File: src/rtl/riscv_pipe_ctrl_pkg.sv
// ---------------------------------------------------------------------------
// riscv_pipe_ctrl_pkg
//   Shared definitions for the pipeline hazard/stall sequencer:
//   FSM state encoding, the x0 register index and the stage-control bundle.
// ---------------------------------------------------------------------------
package riscv_pipe_ctrl_pkg;

    typedef enum logic {
        S_RUN      = 1'b0,
        S_MEM_WAIT = 1'b1
    } state_e;

    localparam logic [4:0] REG_X0 = 5'd0;

    // Enable/flush bundle for PC and the four stage registers.
    typedef struct packed {
        logic pc_en;
        logic fd_en;
        logic fd_flush;
        logic de_en;
        logic de_flush;
        logic em_en;
        logic mw_en;
        logic mem_wait;
    } ctrl_t;

    // Everything enabled, nothing flushed.
    function automatic ctrl_t ctrl_run();
        ctrl_t c;
        c          = '0;
        c.pc_en    = 1'b1;
        c.fd_en    = 1'b1;
        c.de_en    = 1'b1;
        c.em_en    = 1'b1;
        c.mw_en    = 1'b1;
        return c;
    endfunction

endpackage

File: src/rtl/riscv_pipe_ctrl_if.sv
// ---------------------------------------------------------------------------
// riscv_pipe_ctrl_if
//   Bundle between the 5-stage datapath and the pipeline controller.
//   master : datapath side (drives hazard/memory status, receives controls)
//   slave  : controller side
//   Hazard inputs : D rs1/rs2/rs_used, E rd/is_load/pc_sel, M mem_req,
//                   dmem_ready
//   Control outs  : pc/fd/de/em/mw enables, fd/de flushes, mem_wait,
//                   sticky mem_timeout
// ---------------------------------------------------------------------------
interface riscv_pipe_ctrl_if;
    logic [4:0] i_d_rs1_addr;
    logic [4:0] i_d_rs2_addr;
    logic [1:0] i_d_rs_used;
    logic [4:0] i_e_rd_addr;
    logic       i_e_is_load;
    logic       i_e_pc_sel;
    logic       i_m_mem_req;
    logic       i_dmem_ready;

    logic       o_pc_en;
    logic       o_fd_en;
    logic       o_fd_flush;
    logic       o_de_en;
    logic       o_de_flush;
    logic       o_em_en;
    logic       o_mw_en;
    logic       o_mem_wait;
    logic       o_mem_timeout;

    modport master (
        output i_d_rs1_addr, i_d_rs2_addr, i_d_rs_used, i_e_rd_addr,
               i_e_is_load, i_e_pc_sel, i_m_mem_req, i_dmem_ready,
        input  o_pc_en, o_fd_en, o_fd_flush, o_de_en, o_de_flush,
               o_em_en, o_mw_en, o_mem_wait, o_mem_timeout
    );

    modport slave (
        input  i_d_rs1_addr, i_d_rs2_addr, i_d_rs_used, i_e_rd_addr,
               i_e_is_load, i_e_pc_sel, i_m_mem_req, i_dmem_ready,
        output o_pc_en, o_fd_en, o_fd_flush, o_de_en, o_de_flush,
               o_em_en, o_mw_en, o_mem_wait, o_mem_timeout
    );
endinterface

File: src/rtl/riscv_pipe_ctrl_hazard_detect.sv
// ---------------------------------------------------------------------------
// riscv_hazard_detect
//   Purely combinational load-use detector: the load in E writes a register
//   that the instruction in D actually reads. Writes to x0 never hazard.
//   Inputs : i_rs1_addr, i_rs2_addr, i_rs_used (bit0 rs1, bit1 rs2),
//            i_rd_addr, i_is_load
//   Output : o_load_use
// ---------------------------------------------------------------------------
module riscv_hazard_detect
    import riscv_pipe_ctrl_pkg::*;
(
    input  logic [4:0] i_rs1_addr,
    input  logic [4:0] i_rs2_addr,
    input  logic [1:0] i_rs_used,
    input  logic [4:0] i_rd_addr,
    input  logic       i_is_load,
    output logic       o_load_use
);
    logic rs1_hit;
    logic rs2_hit;

    assign rs1_hit    = i_rs_used[0] & (i_rs1_addr == i_rd_addr);
    assign rs2_hit    = i_rs_used[1] & (i_rs2_addr == i_rd_addr);
    assign o_load_use = i_is_load & (i_rd_addr != REG_X0) & (rs1_hit | rs2_hit);

endmodule

File: src/rtl/riscv_pipe_ctrl.sv
// ---------------------------------------------------------------------------
// riscv_pipe_ctrl
//   Hazard and stall sequencer for the F/D/E/M/W RV32I pipeline. Drives the
//   enable/flush of the PC and FD/DE/EM/MW registers, resolving:
//     - multi-cycle data-memory accesses in M (freeze whole pipe, with a
//       timeout watchdog that force-releases and sets a sticky flag),
//     - taken branches/jumps in E (flush FD and DE),
//     - load-use hazards (hold PC/FD, bubble into DE).
//   Ports:
//     i_clk, i_rstn : clock, async active-low reset (outputs forced 0 in reset)
//     bus           : riscv_pipe_ctrl_if.slave (hazard inputs, control outputs)
//     o_perf_stall_cnt / o_perf_flush_cnt : only with RISCV_PIPE_CTRL_PERF_EN
//   Parameters:
//     MEM_TIMEOUT (>=2) : wait cycles before forced release
//     TO_CNT_W          : counter width, 2**TO_CNT_W > MEM_TIMEOUT
//   Optional feature macro: RISCV_PIPE_CTRL_PERF_EN
// ---------------------------------------------------------------------------
module riscv_pipe_ctrl
    import riscv_pipe_ctrl_pkg::*;
#(
    parameter int MEM_TIMEOUT = 16,
    parameter int TO_CNT_W    = 5
) (
    input  logic               i_clk,
    input  logic               i_rstn,
    riscv_pipe_ctrl_if.slave   bus
`ifdef RISCV_PIPE_CTRL_PERF_EN
    ,
    output logic [31:0]        o_perf_stall_cnt,
    output logic [31:0]        o_perf_flush_cnt
`endif
);
    localparam logic [TO_CNT_W-1:0] TO_LIMIT = TO_CNT_W'(MEM_TIMEOUT);
    localparam logic [TO_CNT_W-1:0] CNT_MAX  = '1;
    localparam logic [TO_CNT_W-1:0] CNT_ONE  = TO_CNT_W'(1);

    state_e              state_q, state_d;
    logic [TO_CNT_W-1:0] cnt_q, cnt_d;
    logic                to_q, to_d;

    logic  load_use;
    logic  timeout_hit;
    logic  freeze;
    ctrl_t ctrl;

    riscv_hazard_detect u_hazard (
        .i_rs1_addr (bus.i_d_rs1_addr),
        .i_rs2_addr (bus.i_d_rs2_addr),
        .i_rs_used  (bus.i_d_rs_used),
        .i_rd_addr  (bus.i_e_rd_addr),
        .i_is_load  (bus.i_e_is_load),
        .o_load_use (load_use)
    );

    assign timeout_hit = (cnt_q == TO_LIMIT);

    // In S_MEM_WAIT the freeze no longer looks at mem_req: the access was
    // already accepted and only ready or the watchdog can end it.
    assign freeze = ((state_q == S_RUN)      & bus.i_m_mem_req & ~bus.i_dmem_ready) |
                    ((state_q == S_MEM_WAIT) & ~bus.i_dmem_ready & ~timeout_hit);

    // ---------------- state register ----------------
    always_ff @(posedge i_clk or negedge i_rstn) begin
        if (!i_rstn) begin
            state_q <= S_RUN;
            cnt_q   <= '0;
            to_q    <= 1'b0;
        end else begin
            state_q <= state_d;
            cnt_q   <= cnt_d;
            to_q    <= to_d;
        end
    end

    // ---------------- next-state ----------------
    always_comb begin
        state_d = state_q;
        cnt_d   = cnt_q;
        to_d    = to_q;
        case (state_q)
            S_RUN: begin
                if (bus.i_m_mem_req & ~bus.i_dmem_ready) begin
                    state_d = S_MEM_WAIT;
                    cnt_d   = CNT_ONE;
                end
            end
            S_MEM_WAIT: begin
                if (bus.i_dmem_ready) begin
                    // Ready wins over a coincident timeout: normal completion.
                    state_d = S_RUN;
                    cnt_d   = '0;
                end else if (timeout_hit) begin
                    state_d = S_RUN;
                    cnt_d   = '0;
                    to_d    = 1'b1;
                end else if (cnt_q != CNT_MAX) begin
                    cnt_d   = cnt_q + CNT_ONE;
                end
            end
            default: begin
                state_d = S_RUN;
                cnt_d   = '0;
            end
        endcase
    end

    // ---------------- outputs ----------------
    always_comb begin
        ctrl = '0;
        if (!i_rstn) begin
            ctrl = '0;
        end else if (freeze) begin
            ctrl.mem_wait = 1'b1;
        end else if (bus.i_e_pc_sel) begin
            ctrl          = ctrl_run();
            ctrl.fd_flush = 1'b1;
            ctrl.de_flush = 1'b1;
        end else if (load_use) begin
            // Hold PC/FD one cycle, bubble into DE; the load moves on to M
            // so the hazard is gone next cycle.
            ctrl          = ctrl_run();
            ctrl.pc_en    = 1'b0;
            ctrl.fd_en    = 1'b0;
            ctrl.de_flush = 1'b1;
        end else begin
            ctrl = ctrl_run();
        end
    end

    assign bus.o_pc_en       = ctrl.pc_en;
    assign bus.o_fd_en       = ctrl.fd_en;
    assign bus.o_fd_flush    = ctrl.fd_flush;
    assign bus.o_de_en       = ctrl.de_en;
    assign bus.o_de_flush    = ctrl.de_flush;
    assign bus.o_em_en       = ctrl.em_en;
    assign bus.o_mw_en       = ctrl.mw_en;
    assign bus.o_mem_wait    = ctrl.mem_wait;
    assign bus.o_mem_timeout = to_q;

`ifdef RISCV_PIPE_CTRL_PERF_EN
    logic [31:0] stall_cnt_q;
    logic [31:0] flush_cnt_q;

    always_ff @(posedge i_clk or negedge i_rstn) begin
        if (!i_rstn) begin
            stall_cnt_q <= '0;
            flush_cnt_q <= '0;
        end else begin
            stall_cnt_q <= stall_cnt_q + 32'(freeze | load_use);
            flush_cnt_q <= flush_cnt_q + 32'(bus.i_e_pc_sel & ~freeze);
        end
    end

    assign o_perf_stall_cnt = stall_cnt_q;
    assign o_perf_flush_cnt = flush_cnt_q;
`endif

endmodule
File: src/flat_wrapper.sv
// flat-port wrapper written by rule: the top's interface ports become plain ports
module riscv_pipe_ctrl_flat import riscv_pipe_ctrl_pkg::*;
#(
    parameter int MEM_TIMEOUT = 16,
    parameter int TO_CNT_W    = 5
)
  (i_clk, i_rstn, bus_i_d_rs1_addr, bus_i_d_rs2_addr, bus_i_d_rs_used, bus_i_e_rd_addr, bus_i_e_is_load, bus_i_e_pc_sel, bus_i_m_mem_req, bus_i_dmem_ready, bus_o_pc_en, bus_o_fd_en, bus_o_fd_flush, bus_o_de_en, bus_o_de_flush, bus_o_em_en, bus_o_mw_en, bus_o_mem_wait, bus_o_mem_timeout);
  riscv_pipe_ctrl_if bus_i ();
  input  logic i_clk;
  input  logic i_rstn;
  input wire logic [$bits(bus_i.i_d_rs1_addr)-1:0] bus_i_d_rs1_addr;
  input wire logic [$bits(bus_i.i_d_rs2_addr)-1:0] bus_i_d_rs2_addr;
  input wire logic [$bits(bus_i.i_d_rs_used)-1:0] bus_i_d_rs_used;
  input wire logic [$bits(bus_i.i_e_rd_addr)-1:0] bus_i_e_rd_addr;
  input wire logic [$bits(bus_i.i_e_is_load)-1:0] bus_i_e_is_load;
  input wire logic [$bits(bus_i.i_e_pc_sel)-1:0] bus_i_e_pc_sel;
  input wire logic [$bits(bus_i.i_m_mem_req)-1:0] bus_i_m_mem_req;
  input wire logic [$bits(bus_i.i_dmem_ready)-1:0] bus_i_dmem_ready;
  output wire logic [$bits(bus_i.o_pc_en)-1:0] bus_o_pc_en;
  output wire logic [$bits(bus_i.o_fd_en)-1:0] bus_o_fd_en;
  output wire logic [$bits(bus_i.o_fd_flush)-1:0] bus_o_fd_flush;
  output wire logic [$bits(bus_i.o_de_en)-1:0] bus_o_de_en;
  output wire logic [$bits(bus_i.o_de_flush)-1:0] bus_o_de_flush;
  output wire logic [$bits(bus_i.o_em_en)-1:0] bus_o_em_en;
  output wire logic [$bits(bus_i.o_mw_en)-1:0] bus_o_mw_en;
  output wire logic [$bits(bus_i.o_mem_wait)-1:0] bus_o_mem_wait;
  output wire logic [$bits(bus_i.o_mem_timeout)-1:0] bus_o_mem_timeout;
  assign bus_i.i_d_rs1_addr = bus_i_d_rs1_addr;
  assign bus_i.i_d_rs2_addr = bus_i_d_rs2_addr;
  assign bus_i.i_d_rs_used = bus_i_d_rs_used;
  assign bus_i.i_e_rd_addr = bus_i_e_rd_addr;
  assign bus_i.i_e_is_load = bus_i_e_is_load;
  assign bus_i.i_e_pc_sel = bus_i_e_pc_sel;
  assign bus_i.i_m_mem_req = bus_i_m_mem_req;
  assign bus_i.i_dmem_ready = bus_i_dmem_ready;
  assign bus_o_pc_en = bus_i.o_pc_en;
  assign bus_o_fd_en = bus_i.o_fd_en;
  assign bus_o_fd_flush = bus_i.o_fd_flush;
  assign bus_o_de_en = bus_i.o_de_en;
  assign bus_o_de_flush = bus_i.o_de_flush;
  assign bus_o_em_en = bus_i.o_em_en;
  assign bus_o_mw_en = bus_i.o_mw_en;
  assign bus_o_mem_wait = bus_i.o_mem_wait;
  assign bus_o_mem_timeout = bus_i.o_mem_timeout;
  riscv_pipe_ctrl #(.MEM_TIMEOUT(MEM_TIMEOUT), .TO_CNT_W(TO_CNT_W)) u_core (.i_clk(i_clk), .i_rstn(i_rstn), .bus(bus_i));
endmodule
File: config.mk
export PLATFORM = sky130hd
export DESIGN_NAME = riscv_pipe_ctrl_flat
export DESIGN_NICKNAME = d
export VERILOG_FILES = /design/src/rtl/riscv_pipe_ctrl_pkg.sv /design/src/rtl/riscv_pipe_ctrl_if.sv /design/src/rtl/riscv_pipe_ctrl_hazard_detect.sv /design/src/rtl/riscv_pipe_ctrl.sv /design/src/flat_wrapper.sv
export SDC_FILE = /design/constraint.sdc
export NUM_CORES = 1
export LEC_CHECK = 0
export ABC_AREA = 1
export BUFFER_PORTS_ARGS = -buffer_cell sky130_fd_sc_hd__buf_2
export CAP_MARGIN = 20
export CORE_MARGIN = 2
export CORE_UTILIZATION = 49
export DETAILED_ROUTE_END_ITERATION = 8
export PLACE_DENSITY_LB_ADDON = 0.3
export RECOVER_POWER = 25
export SKIP_CTS_REPAIR_TIMING = 1
export SYNTH_ARGS = -nofsm -noshare
export SYNTH_HDL_FRONTEND = slang
export SYNTH_HIERARCHICAL = 1
export SYNTH_SLANG_ARGS = --single-unit
File: constraint.sdc
create_clock -name i_clk -period 4.5 [get_ports i_clk]
set_clock_uncertainty 0.15 [all_clocks]
set_input_delay 0.9 -clock i_clk [delete_from_list [all_inputs] [get_ports i_clk]]
set_output_delay 0.9 -clock i_clk [all_outputs]
set_load 0.005 [all_outputs]
======== Yosys cells after proc, flatten, opt, wreduce, memory -nomap -nowiden ========
Cells that the tools add are included.
storage, ports and cells
  bits in registers ....................... 7
  input port bits ......................... 23
  output and inout port bits .............. 9
cells by class
  reductions and logical operators ........ 3
  mux-type cells .......................... 14
  bitwise gates (word level) .............. 14
  eq/ne operators ......................... 6
  add/sub/neg operators ................... 1
operators with widths
  operator                                                       number
  8-bit 2-to-1 mux                                               3
  5-bit 2-to-1 mux                                               4
  5-bit equality test                                            2
  5-bit one-hot mux with 2 select lines                          1
  1-bit AND                                                      9
  7-bit 2-to-1 mux                                               1
  5-bit by 1-bit adder with 5-bit output, second input constant  1
  5-bit equality test, second input constant                     1
  5-bit inequality test, second input constant                   1
  5-bit nonzero test                                             1
  1-bit 2-to-1 mux                                               4
  4-bit inequality test, second input constant                   1
  1-bit NOT                                                      3
  3-bit AND reduction                                            1
  2-bit inequality test, second input constant                   1
  1-bit OR                                                       2
  1-bit one-hot mux with 2 select lines                          1
  2-bit AND reduction                                            1

======== Depth between registers and ports, before layout ========
  depth in word-level cells ............... 8
  mapped depth ............................ 10

======== Hierarchy ========
Netlist, hierarchy kept.
modules (own cells, without submodules)
  module               cells each  seq. area each (µm²)  instances  area each (µm²)
  riscv_pipe_ctrl      67          175.2                 1          516.7
  riscv_hazard_detect  55          0.0                   1          216.5

======== Worst setup path before layout ========
Ideal clock, no wire load.
  kind .................................... input -> output
  start point ............................. input port bus_i_e_rd_addr[3]
  end point ............................... output port bus_o_de_flush
  stages on the path ...................... 8
  arrival ................................. 1.629 ns
  setup slack ............................. 1.821 ns
  data required time ...................... 3.450 ns
  buffers on the path ..................... 0
  path through ............................ inv_1 -> nand2_1 -> nand2_1 -> nor2_1 -> nand3_1 -> a21oi_1 -> nor2_1 -> nor3_2
on the way
  longest elaborated chain between the ends .. 8
RTL lines
  what                                           RTL line                                                                  source
  from (decl)                                    flat_wrapper.sv:14                                                        input wire logic [$bits(bus_i.i_e_rd_addr)-1:0] bus_i_e_rd_addr;
  5-bit equality test, on equally long branches  riscv_pipe_ctrl_hazard_detect.sv:22, riscv_pipe_ctrl_hazard_detect.sv:23
  1-bit AND, on equally long branches            riscv_pipe_ctrl_hazard_detect.sv:22, riscv_pipe_ctrl_hazard_detect.sv:23
  1-bit OR                                       riscv_pipe_ctrl_hazard_detect.sv:24                                       assign o_load_use = i_is_load & (i_rd_addr != REG_X0) & (rs1_hit | rs2_hit);
  1-bit AND *                                    riscv_pipe_ctrl_hazard_detect.sv:24
  net u_core.load_use                            riscv_pipe_ctrl.sv:41                                                     logic load_use;
  8-bit 2-to-1 mux *                             riscv_pipe_ctrl.sv:118                                                    end else if (load_use) begin
  8-bit 2-to-1 mux *                             riscv_pipe_ctrl.sv:114                                                    end else if (bus.i_e_pc_sel) begin
  7-bit 2-to-1 mux *                             riscv_pipe_ctrl.sv:112                                                    end else if (freeze) begin
  8-bit 2-to-1 mux *                             riscv_pipe_ctrl.sv:110                                                    if (!i_rstn) begin
  to (decl)                                      flat_wrapper.sv:23                                                        output wire logic [$bits(bus_i.o_de_flush)-1:0] bus_o_de_flush;
Mark *: on every way through the listed nets, which the timed path passes. The rest lies on a longest branch.

======== Final worst setup path ========
Same ends and word-level chain as after synthesis.

==> results.txt <==
Slowest Stage Delay on Critical Path - 270 ps
Num CTS Buffers - 3
WS Path Type - in -> out
Average size of a mapped cell - 6.01 um2
Total track usage - 0.221
Clock latency reported for the late side of the worst-skew pair - 260 ps
Tmin final - 3000 ps
Wire length on met1 - 616 um
Endpoints failing setup - 0
Portion of netlist area occupied by mux cells - 0
Avg WL per Cell - 9.23 um
Buffer levels on the longest clock path - 2
Class of the most critical hold timing path - reg -> reg
Required time at the worst-slack endpoint - 3450 ps
Amount of wire on met3 after detailed routing - 65 um
Number of hold-slack violations in the final timing report - 0
DP HPWL - 1300 um
Routability congestion estimate - 0.858
Worst-margin pin slew - 490 ps
Status - finished, final reports clean
Sort of element at the start of the critical path - input port
Synthesized Nets - 148
Layout cell share with drive strength beyond 1 - 0.299
Standard cell with the maximum stage delay on the critical path - sky130_fd_sc_hd__a21oi_1
Post-synthesis compound-gate area fraction - 0.0836
Post-synthesis xor/xnor area fraction - 0.0119
Routed WL - 1560 um
Cell types with the highest counts after synthesis - sky130_fd_sc_hd__nand2_1 (45), sky130_fd_sc_hd__inv_1 (21), sky130_fd_sc_hd__nor2_1 (13), sky130_fd_sc_hd__dfrtp_1 (7)
Layout net count - 181
Effective utilization at floorplan - 0.543
Pin count of the biggest net entering global routing - 11
Antenna-violating nets left - 0
Fraction of synthesized cell area taken by the top area cell type - 0.239
Total of max-cap violations - 0
Largest family of logic cells by synthesized area - simple AND/OR/NAND/NOR gates
Setup repair after global routing missed its margin - no
Horiz. Die Dim - 42.7 um
Pwr dens - 213 mW/mm2
Fraction of the yosys area taken by sequential cells - 0.239
Static Leak - 0.577 nW
Antenna cells - 0
Arrival time at the worst endpoint - 1950 ps
Share of the clock period used by the worst path after layout - 0.666
Final worst hold slack - 329 ps
Number of antenna violations at the first check in global routing - 0
EDFF count, synth - 0
CTS Sinks - 7
Cells traversed along the worst timing path - buf_2 -> inv_1 -> nand2_1 -> nand2_1 -> nor2_1 -> nand3_1 -> a21oi_1 -> nor2_1 -> nor3_2 -> buf_2
Maximum clock frequency - 0.333 GHz
Count of state elements after synthesis - 7
Area fraction in and, or, nand and nor cells after synthesis - 0.456
Maximum fanout encountered on the critical timing path - 4
Maximum level of the CTS H-tree - 1
Area added between synthesis and finish - 24.1%
Dominant cell by count in the synthesized netlist - sky130_fd_sc_hd__nand2_1
Register clock-pin slew on the reported worst setup and hold paths - 50 ps
Syn. warnings - 6
Cell count after synthesis - 122
First-pass GRT wire length - 2990 um
Overflow left after global routing - 0
Cell variety after synth - 21
Worst relative slew slack - 0.673
VDD IR-drop max - 103 uV
Area of the core region - 0.00135 mm2
TritonCTS clock tree - built
Root buffer cell - sky130_fd_sc_hd__clkbuf_4
Die area - 0.00182 mm2
DRT Pass-1 Iters - 4
Post-synthesis share of cell area spent on full adders, half adders and majority gates - 0.0512
Top cell type by total area after synthesis - sky130_fd_sc_hd__dfrtp_1
Sort of element at the end of the critical path - output port
Buffers added on ports - 31
DR top layer - met4
Met2 routed WL - 811 um
Via count of the first global-routing pass - 796
Die height - 42.7 um
Number of top-level pins - 32
Largest cells by area after synthesis - sky130_fd_sc_hd__dfrtp_1 (24%), sky130_fd_sc_hd__nand2_1 (23%), sky130_fd_sc_hd__inv_1 (11%), sky130_fd_sc_hd__nor2_1 (6.7%), sky130_fd_sc_hd__ha_1 (5.1%)
Proportion of synthesized flip-flops having asynchronous set or reset - 1.00
Vias per Instance - 4.80
1st-iter DRT viols - 7
Cell area after technology mapping - 733 um2
Top_reg_cell synth - sky130_fd_sc_hd__dfrtp_1
Num rows - 13
Total Negative Setup Slacks - 0 ps
Drt drc - 0
Final max-slew violation count - 0
Vias after detailed routing - 811
-- worst max-delay path, delay by kind of cell --
kind,cells,cell delay (ps)
AO/OA/AOI/OAI,1,270
buffers and inverters,3,280
AND/OR/NAND/NOR,6,520
-- layout by cell type, fill, tap and decap left out --
master                     Yosys  layout
sky130_fd_sc_hd__a21oi_1       4       4
sky130_fd_sc_hd__a21oi_2       1       1
sky130_fd_sc_hd__buf_2         0      30
sky130_fd_sc_hd__clkbuf_1      0       2
sky130_fd_sc_hd__clkbuf_4      0       3
sky130_fd_sc_hd__dfrtp_1       7       7
sky130_fd_sc_hd__ha_1          3       3
sky130_fd_sc_hd__inv_1        21      21
sky130_fd_sc_hd__inv_2         4       4
sky130_fd_sc_hd__nand2_1      45      45
sky130_fd_sc_hd__nand2_2       1       1
sky130_fd_sc_hd__nand2_4       3       3
sky130_fd_sc_hd__nand3_1       4       4
sky130_fd_sc_hd__nand3_2       1       1
sky130_fd_sc_hd__nand3_4       1       1
sky130_fd_sc_hd__nand4_1       2       2
sky130_fd_sc_hd__nor2_1       13      13
sky130_fd_sc_hd__nor2_2        1       1
sky130_fd_sc_hd__nor3_2        1       1
sky130_fd_sc_hd__o21ai_0       1       1
sky130_fd_sc_hd__o21ai_1       4       4
sky130_fd_sc_hd__o21bai_1      1       1
sky130_fd_sc_hd__xor2_1        1       1
-- cells by family after synthesis --
family	count (synthesis)
AOI/OAI and AO/OA	11
xor gates and xnor gates	1
adders and majority gates	3
buffers and inverters	28
DFF	7
and+or+nand+nor	72
-- stage by stage --
stage | total power [mW] | setup slack (ps) | area, um2 | utilization | instances
floorplan | 0.113 | 1820 | 733 | - | 122
finish | 0.194 | 1500 | 910 | 0.674 | 169
detailed placement | 0.135 | 1510 | 885 | 0.655 | 165
CTS | 0.196 | 1500 | 911 | 0.675 | 169
global route | 0.211 | 1310 | 910 | 0.674 | 169
global placement | 0.133 | 1560 | 885 | 0.655 | 165
-- state kept, by name, summed over array words and instances, names as in the netlist --
signal and count:
u_core/bus.o_mem_timeout 1, u_core/cnt_q 5, u_core/state_q 1
-- worst paths after layout --
path / cells after the start / endpoint / slack [ps] / start
worst max register to register: 9 / u_core/cnt_q[3] / 2910 / u_core/cnt_q[0]
min in group asynchronous: 1 / u_core/cnt_q[3] / 420 / i_rstn
worst min-delay path: 1 / u_core/bus.o_mem_timeout / 330 / u_core/bus.o_mem_timeout
worst min register to register: 1 / u_core/bus.o_mem_timeout / 330 / u_core/bus.o_mem_timeout
worst max-delay path: 10 / bus_o_de_flush / 1500 / bus_i_e_rd_addr[3]
max in group asynchronous: 1 / u_core/cnt_q[0] / 3450 / i_rstn
-- area by class of cell --
cell class / instances / area [um2]
inverters: 25 / 93.8
clock buffers: 4 / 26.3
flip-flops and latches: 7 / 175
well taps: 15 / 18.8
multi-input cells: 87 / 442
fillers: 124 / 440
repair buffers: 31 / 154
-- power by group --
| group | total [mW] | switching [mW] | internal, mW | leakage (nW) |
|---|---|---|---|---|
| logic | 0.0614 | 0.0356 | 0.0258 | 0.469 |
| registers | 0.0727 | 0.00554 | 0.0672 | 0.0936 |
| clock network | 0.0599 | 0.0258 | 0.0340 | 0.0150 |
-- metal layers --
| metal | up-vias | track usage |
|---|---|---|
| met5 | - | 0 |
| met4 | 0 | 0.163 |
| met3 | 7 | 0.0383 |
| met2 | 20 | 0.400 |
| met1 | 354 | 0.222 |
| li1 | 430 | - |
No activity file was read; power rests on OpenSTA's default activity.
